==> config.mk <==
export PLATFORM = sky130hd
export DESIGN_NAME = bact_pool_collector
export DESIGN_NICKNAME = d
export VERILOG_FILES = /design/src/rtl/bnn_pkg.sv /design/src/rtl/bpool_linebuf.sv /design/src/rtl/bact_pool_collector.sv
export SDC_FILE = /design/constraint.sdc
export NUM_CORES = 1
export LEC_CHECK = 0
export ABC_AREA = 1
export CAP_MARGIN = 20
export CORE_MARGIN = 4
export CORE_UTILIZATION = 30
export DETAILED_ROUTE_END_ITERATION = 8
export SYNTH_ARGS = -nofsm -noshare
export SYNTH_HDL_FRONTEND = slang
export SYNTH_HIERARCHICAL = 1
export SYNTH_SLANG_ARGS = --single-unit
==> constraint.sdc <==
create_clock -name clk -period 8.2 [get_ports clk]
set_clock_uncertainty 0.15 [all_clocks]
set_input_delay 1.23 -clock clk [delete_from_list [all_inputs] [get_ports clk]]
set_output_delay 1.23 -clock clk [all_outputs]
set_load 0.005 [all_outputs]
==> src/rtl/bnn_pkg.sv <==
// -----------------------------------------------------------------------------
// bnn_pkg
// Shared definitions for the binary-network pooling/collector blocks:
//   - CNT_W          : width of the XNOR-popcount values from the conv stage
//   - CONV_H/CONV_W  : default conv output dimensions (26x26)
//   - THRESH_MAJ9    : majority threshold for a 3x3 (9-input) popcount
//   - pool_state_t   : collector FSM states
//   - lb_mode_t      : line-buffer write mode (load or OR-accumulate)
//   - binarize()     : unsigned, full-width threshold compare
// -----------------------------------------------------------------------------
package bnn_pkg;

  localparam int CNT_W       = 4;
  localparam int CONV_H      = 26;
  localparam int CONV_W      = 26;
  localparam int THRESH_MAJ9 = 5;

  typedef enum logic [1:0] {
    IDLE = 2'd0,
    RUN  = 2'd1,
    DONE = 2'd2
  } pool_state_t;

  typedef enum logic {
    LB_LOAD = 1'b0,
    LB_OR   = 1'b1
  } lb_mode_t;

  // Both operands are widened to 32 bits so that a threshold larger than the
  // largest popcount simply yields 0, and a threshold of 0 always yields 1.
  function automatic logic binarize(input logic [31:0] value,
                                    input logic [31:0] thresh);
    return (value >= thresh);
  endfunction

endpackage

==> src/rtl/bpool_linebuf.sv <==
// -----------------------------------------------------------------------------
// bpool_linebuf
// Half-width line buffer for 2x2 binary max-pooling. One bit per pooled
// column holds the OR of the pixels seen so far in the current 2x2 window.
//
// Ports:
//   clk     in   clock, rising edge
//   rst     in   asynchronous active-high reset (clears the buffer)
//   clear   in   synchronous clear of the whole buffer (frame start)
//   we      in   write enable for entry idx
//   idx     in   pooled column index (c/2)
//   mode    in   LB_LOAD: entry <= din ; LB_OR: entry <= entry | din
//   din     in   binarized pixel
//   rd_bit  out  current value of entry idx (combinational read)
// -----------------------------------------------------------------------------
module bpool_linebuf
  import bnn_pkg::*;
#(
  parameter  int P_W   = 13,
  localparam int IDX_W = (P_W > 1) ? $clog2(P_W) : 1
) (
  input  logic             clk,
  input  logic             rst,
  input  logic             clear,
  input  logic             we,
  input  logic [IDX_W-1:0] idx,
  input  lb_mode_t         mode,
  input  logic             din,
  output logic             rd_bit
);

  logic [P_W-1:0] lb;

  // NOTE: this buffer is only P_W flops, so it is reset along with the rest
  // of the state; a large RAM-style array would be cleared by logic instead.
  // NOTE: sequential state is written with non-blocking assignments only, so
  // every flop samples pre-edge values regardless of block ordering.
  always_ff @(posedge clk or posedge rst) begin
    if (rst) begin
      lb <= '0;
    end else if (clear) begin
      lb <= '0;
    end else if (we) begin
      lb[idx] <= (mode == LB_LOAD) ? din : (lb[idx] | din);
    end
  end

  assign rd_bit = lb[idx];

endmodule

==> src/rtl/bact_pool_collector.sv <==
// -----------------------------------------------------------------------------
// bact_pool_collector
// Consumes the raster-order stream of popcount results from the binary conv
// stage, re-binarizes each against THRESH and 2x2 max-pools (OR) the binary
// values into a registered P_H x P_W feature map. A one-cycle done pulse
// marks the end of each frame.
//
// Ports:
//   clk       in   clock, rising edge
//   rst       in   asynchronous active-high reset; aborts any frame
//   start     in   begins a frame when IDLE (ignored in RUN/DONE)
//   in_valid  in   popcount beat valid
//   in_ready  out  high in RUN (decoded from state register)
//   in_data   in   popcount, unsigned, CNT_W bits
//   layer_o   out  pooled binary map [P_H-1:0][P_W-1:0], registered
//   busy      out  high in RUN
//   done      out  high for the single DONE cycle
// -----------------------------------------------------------------------------
module bact_pool_collector
  import bnn_pkg::*;
#(
  parameter  int          IN_H   = bnn_pkg::CONV_H,
  parameter  int          IN_W   = bnn_pkg::CONV_W,
  parameter  int          CNT_W  = bnn_pkg::CNT_W,
  parameter  int unsigned THRESH = bnn_pkg::THRESH_MAJ9,
  localparam int          P_H    = IN_H / 2,
  localparam int          P_W    = IN_W / 2
) (
  input  logic                      clk,
  input  logic                      rst,
  input  logic                      start,
  input  logic                      in_valid,
  output logic                      in_ready,
  input  logic [CNT_W-1:0]          in_data,
  output logic [P_H-1:0][P_W-1:0]   layer_o,
  output logic                      busy,
  output logic                      done
);

  localparam int RW   = (IN_H > 1) ? $clog2(IN_H) : 1;
  localparam int CW   = (IN_W > 1) ? $clog2(IN_W) : 1;
  localparam int PR_W = (P_H > 1) ? $clog2(P_H) : 1;
  localparam int PC_W = (P_W > 1) ? $clog2(P_W) : 1;

  localparam logic [RW-1:0] R_LAST = RW'(IN_H - 1);
  localparam logic [CW-1:0] C_LAST = CW'(IN_W - 1);

  pool_state_t state;
  logic [RW-1:0] r;
  logic [CW-1:0] c;

  logic            accept;
  logic            pix_bit;
  logic [PR_W-1:0] prow;
  logic [PC_W-1:0] pcol;
  logic            lb_clear;
  logic            lb_we;
  lb_mode_t        lb_mode;
  logic            lb_rd;

  // Handshake outputs depend on the state register only.
  assign in_ready = (state == RUN);
  assign busy     = (state == RUN);
  assign done     = (state == DONE);

  assign accept  = in_valid && in_ready;
  assign pix_bit = binarize(32'(in_data), 32'(THRESH));
  assign prow    = PR_W'(r >> 1);
  assign pcol    = PC_W'(c >> 1);

  // Line-buffer control. The top-left pixel of a window loads its entry,
  // the top-right and bottom-left pixels OR into it, and the bottom-right
  // pixel bypasses the buffer straight into layer_o.
  // NOTE: every combinationally driven signal gets a default first so no
  // path through the block can leave it unassigned and infer a latch.
  always_comb begin
    lb_clear = 1'b0;
    lb_we    = 1'b0;
    lb_mode  = LB_OR;
    if (state == IDLE && start) begin
      lb_clear = 1'b1;
    end
    if (accept && !(r[0] && c[0])) begin
      lb_we = 1'b1;
    end
    if (!r[0] && !c[0]) begin
      lb_mode = LB_LOAD;
    end
  end

  bpool_linebuf #(
    .P_W (P_W)
  ) u_linebuf (
    .clk    (clk),
    .rst    (rst),
    .clear  (lb_clear),
    .we     (lb_we),
    .idx    (pcol),
    .mode   (lb_mode),
    .din    (pix_bit),
    .rd_bit (lb_rd)
  );

  always_ff @(posedge clk or posedge rst) begin
    if (rst) begin
      state   <= IDLE;
      r       <= '0;
      c       <= '0;
      layer_o <= '0;
    end else begin
      case (state)
        IDLE: begin
          if (start) begin
            r       <= '0;
            c       <= '0;
            layer_o <= '0;
            state   <= RUN;
          end
        end

        RUN: begin
          if (accept) begin
            if (r[0] && c[0]) begin
              layer_o[prow][pcol] <= lb_rd | pix_bit;
            end
            if (c == C_LAST) begin
              c <= '0;
              if (r == R_LAST) begin
                r     <= '0;
                state <= DONE;
              end else begin
                r <= r + 1'b1;
              end
            end else begin
              c <= c + 1'b1;
            end
          end
        end

        DONE: begin
          state <= IDLE;
        end

        default: begin
          state <= IDLE;
        end
      endcase
    end
  end

endmodule

Word-level counts from Yosys, hierarchy flattened
Cells that the tools add are included.
{ "op_classes": {"addsub": 2, "order_cmp": 5, "n_eq_ne": 9, "muxes": 30, "bitwise_logic": 1, "reduce_logical": 17} }
{ "op_table": {"columns": ["operator", "n"], "rows": [
  ["$mux 169", 3],
  ["$pmux 169 s2", 1],
  ["$bwmux 169", 1],
  ["$demux 13 s4", 1],
  ["$mux 13", 3],
  ["$mux 5", 6],
  ["$pmux 5 s2", 2],
  ["$bwmux 13", 1],
  ["$reduce_and 4->1", 3],
  ["$add 5x1->5 const B", 2],
  ["$eq 5x5->1 const B", 2],
  ["$lt 4x5->1 const B", 2],
  ["$ge 4x1->1 const B", 2],
  ["$mux 2", 4],
  ["$ne 2x1->1 const B", 4],
  ["$logic_and 1x1->1", 7],
  ["$mux 1", 5],
  ["$bmux 1 s4", 1],
  ["$demux 1 s4", 1],
  ["$ge 4x3->1 const B", 1],
  ["$pmux 2 s2", 1],
  ["$reduce_bool 2->1", 2],
  ["$logic_not 1->1", 3],
  ["$reduce_and 3->1", 1],
  ["other kinds (5)", 5]
]} }
{ "totals": {"regBits": 194, "input_bits": 8, "out_inout_bits": 172, "elab_cells": 81} }

Logic depth before layout (Yosys ltp)
{ "logic_depth": {"ltp_word": 10, "mapped_depth": 13, "ltp_nobuf": 12} }

Cells and area by module
The synthesis kept the hierarchy.
{ "modules_own_cells": {"columns": ["mod", "n_inst", "cells_per_inst", "area_per_inst_um2", "seq_area_each_um2"], "rows": [
  ["bact_pool_collector", 1, 1621, 10359.9, 4529.3],
  ["bpool_linebuf", 1, 149, 1004.7, 325.3]
]} }

Worst setup path after synthesis
No wires, ideal clock.
{ "synth_timing": {"kind": "register -> output", "startpoint": "register state[0]", "endpoint": "output in_ready", "arrival_time_ns": 1.144, "required_ns": 6.820, "slack_ns": 5.676, "stages_incl_launch_ff": 7, "n_path_buf": 4, "path_cell_list": "dfrtp_1 inv_2 nor2_2 buf_4 buf_2 buf_2 buf_4"} }
{ "synth_via": {"elab_chain_cells": 1} }
{ "synth_lines": {"columns": ["item", "line_no", "rtl"], "rows": [
  ["from (decl)", "bact_pool_collector.sv:48", "pool_state_t state;"],
  ["from (signal assigned)", "bact_pool_collector.sv:106", "state <= IDLE;"],
  ["from (signal assigned)", "bact_pool_collector.sv:117", "state <= RUN;"],
  ["from (signal assigned)", "bact_pool_collector.sv:130", "state <= DONE;"],
  ["$eq 2x1->1", null, null],
  ["to (decl)", "bact_pool_collector.sv:33", "output logic in_ready,"]
]} }
No other way between the ends.

Worst setup path in the final report
{ "layout_timing": {"startpoint": "register state[0]", "endpoint": "output in_ready"} }
{ "layout_via": {"elab_chain_cells": 1} }
{ "layout_lines": {"columns": ["item", "line_no", "rtl"], "rows": [
  ["$eq 2x1->1", "bact_pool_collector.sv:62", "assign in_ready = (state == RUN);"]
]} }
No other way between the ends.

==> results.md <==
- Max Root-Sink Buffers: 2
- Critical path type: flop to primary output
- H-tree lvl count: 4
- CP endpoint kind: primary output
- Unique masters post-synth: 27
- Hold buffer count at cts: 0
- Die extent in x: between 200 and 250 um
- Io pins: 180
- Vias: roughly 11k
- Initial Util: 0.303
- First-pass GRT wire length: approximately 59000 um
- # diodes: 0
- GPL Wtd Cong: approximately 0.83
- Share of layout cells above drive strength 1: 0.0485
- Hold endpoint: layer_o[34]$_DFFE_PP0P_
- Seq/Total Area, Yosys: 0.427
- Final Cycle Share: 0.445
- Count leader, synth: nand2_1
- Max Fclk: 0.274 GHz
- Post-CTS Resized: 0
- Multi-input gate area: 5160 um^2
- Clock transition at path regs: about 0.080 ns
- Worst Path Required: 6.82 ns
- Leakage power: around 9 nW
- Iter 0 DRT Violations: around 1.1k
- Commonest cells post-synth: nand2_1, inv_1, dfrtp_1
- Yosys top cell area share: 0.427
- Syn Inst Count: ~1.8k
- Detail Route Antenna Nets: 0
- Arrival time worst endpoint: around 2.3 ns
- Syn Nets: between 1.5k and 2k
- Sequential power share: 0.395
- Post-layout util: 0.375
- Post-synth EDFFs: 0
- First-pass iteration count of the detailed router: 5
- Initial antenna violation count: 0
- Vias/cell: between 4 and 5
- Die ar.: slightly above 40000 um^2
- Unrepaired setup endpoints after global routing: no
- Slew HR: 0.246
- Hold-critical path depth: 2
- Root Driver: clkbuf_16
- Status: finished, final reports clean
- Post-CTS Setup Bufs: 0
- FF-to-FF Start: state[0]$_DFFE_PP0P_
- Yosys reg bits: around 190
- Pin count of the biggest net entering global routing: 185
- Yosys Warn Count: 6
- HP Start: layer_o[34]$_DFFE_PP0P_
- I/O Buffers: between 150 and 200
- Fin worst setup slack: 4.55 ns
- Total grt overflow: 0
- Core area: roughly 37000 um^2
- Via count of the first global-routing pass: just over 10k
- Setup_tns: 0 ns
- Pwr Density: roughly 200 nW/um^2
- Main synth FF type: dfrtp_1
- Wirelength, routed: 37700 um
- Synth async-reset ratio: 1.00
- Worst slack at placement: ~4.6 ns
- Max-cap viol count: 0
- Tmin final: between 3 and 4 ns
- Maximum vdd drop: approximately 0.15 mV
- R2R cell count: 8
- Gate power share: 0.309
- Total CTS buffers: 17
- Final number of hold-violating endpoints: 0
- Residual DRC: 0
- Standard-cell rows: a little over 70
- Area contributors post-synth: dfrtp_1, nand2_1, nand3_1
- R2R setup slack: ~5.2 ns
- Setup violators final: 0
- Die Y: 203 um
- CP startpoint kind: flop
- Worst-margin pin slew: roughly 1.1 ns
- Post-Syn Area: ~11000 um^2
- Final net count: 1895
- Pint: 1.66 mW
- Per-cell routed wire length: about 16 um
- CTS tree: done
- Sink Count: approximately 190
- Mean post-synth cell area: between 6 and 7 um^2
- Clk pwr share: 0.296
- Switching power: around 1.2 mW
- Clk_lat worst skew: roughly 0.45 ns
- Worst-path maximum fanout: between 150 and 200
- Detailed placement HPWL: 23200 um
- Sw Share: 0.413
- Hold WS: about 0.32 ns
- Fill cells: around 3.9k
- Reg area: roughly 4900 um^2
- Total track usage: 0.181
- Final Slew Violations: 0
- FF-to-FF End: layer_o[127]$_DFFE_PP0P_
- Hold/Removal Path Class: flop to flop
- Synth area leader: dfrtp_1
- Syn-to-layout area delta: 23.8%
==> power by group through the flow <==
stage	Combinational, mW	Sequential, mW	Clock (mW)
after floorplan	0.592	1.10	0
after global placement	0.845	1.14	0
after detailed placement	0.860	1.14	0
after global routing	0.965	1.13	0.900
after CTS	0.863	1.12	0.863
final	0.875	1.12	0.839
==> critical path, cell delays in order (launching register included) <==
cell and delay [ns]:
dfrtp_1 0.40, inv_2 0.07, nor2_4 0.10, buf_12 0.59, clkdlybuf4s50_1 0.64
==> stage by stage <==
step / power (mW) / instance area, um^2 / instances
floorplan: 1.69 / 11400 / 1770
global placement: 1.98 / 13400 / 2368
detailed placement: 2.00 / 13400 / 2370
CTS: 2.84 / 14000 / 2402
global route: 3.00 / 14100 / 2407
finish: 2.83 / 14100 / 2407
==> metal layers <==
layer,vias to the layer above,track usage,wire length (um)
met5,-,0,0
met4,0,0.0550,777
met3,41,0.0324,2330
met2,336,0.282,17200
met1,5272,0.258,17300
li1,5513,-,-
==> final cells by class <==
| class | instances | area share |
|---|---|---|
| Clock buffer | 17 | 0.0302 |
| Clock inverter | 15 | 0.0100 |
| Inverter | 223 | 0.0602 |
| Multi-Input combinational cell | 1247 | 0.367 |
| Sequential cell | 194 | 0.345 |
| Tap cell | 511 | 0.0454 |
| Timing Repair Buffer | 200 | 0.142 |
==> logic make-up (layout without fill, tap and decap cells) <==
group	Yosys count	in the layout	share of synthesized area
fa+ha+maj	4	4	0.00440
simple gates	1229	1229	0.436
compound gates	14	14	0.0100
buf+inv	329	455	0.122
flops	194	194	0.427
==> placed cells by master, fill, tap and decap left out, types with 3 or more instances in the layout <==
master,synthesis,layout
nand3_1,190,190
inv_1,220,219
nand3_2,11,11
ha_1,4,4
clkdlybuf4s50_1,0,179
o21ai_0,9,9
nand4_1,5,5
nor2_2,2,12
clkbuf_16,0,17
nor2_1,81,69
dfrtp_1,194,194
inv_8,0,3
inv_6,0,6
nand2_1,931,931
nand2_2,5,5
buf_4,13,16
==> how the worst max path moves through the flow <==
| stage | end | slack, ns | from |
|---|---|---|---|
| after floorplan | c[0]$_DFFE_PP0P_ | 1.90 | rst |
| after global placement | layer_o[119]$_DFFE_PP0P_ | 4.57 | rst |
| after detailed placement | layer_o[122]$_DFFE_PP0P_ | 4.57 | rst |
| after CTS | in_ready | 4.46 | state[0]$_DFFE_PP0P_ |
| after global routing | in_ready | 4.42 | state[0]$_DFFE_PP0P_ |
| final | in_ready | 4.55 | state[0]$_DFFE_PP0P_ |
==> state kept, by name, indices dropped and copies added, names as in the netlist <==
name	count
u_linebuf/lb	13
layer_o	169
c	5
state	2
r	5
Power figures use the tool's default switching activity.
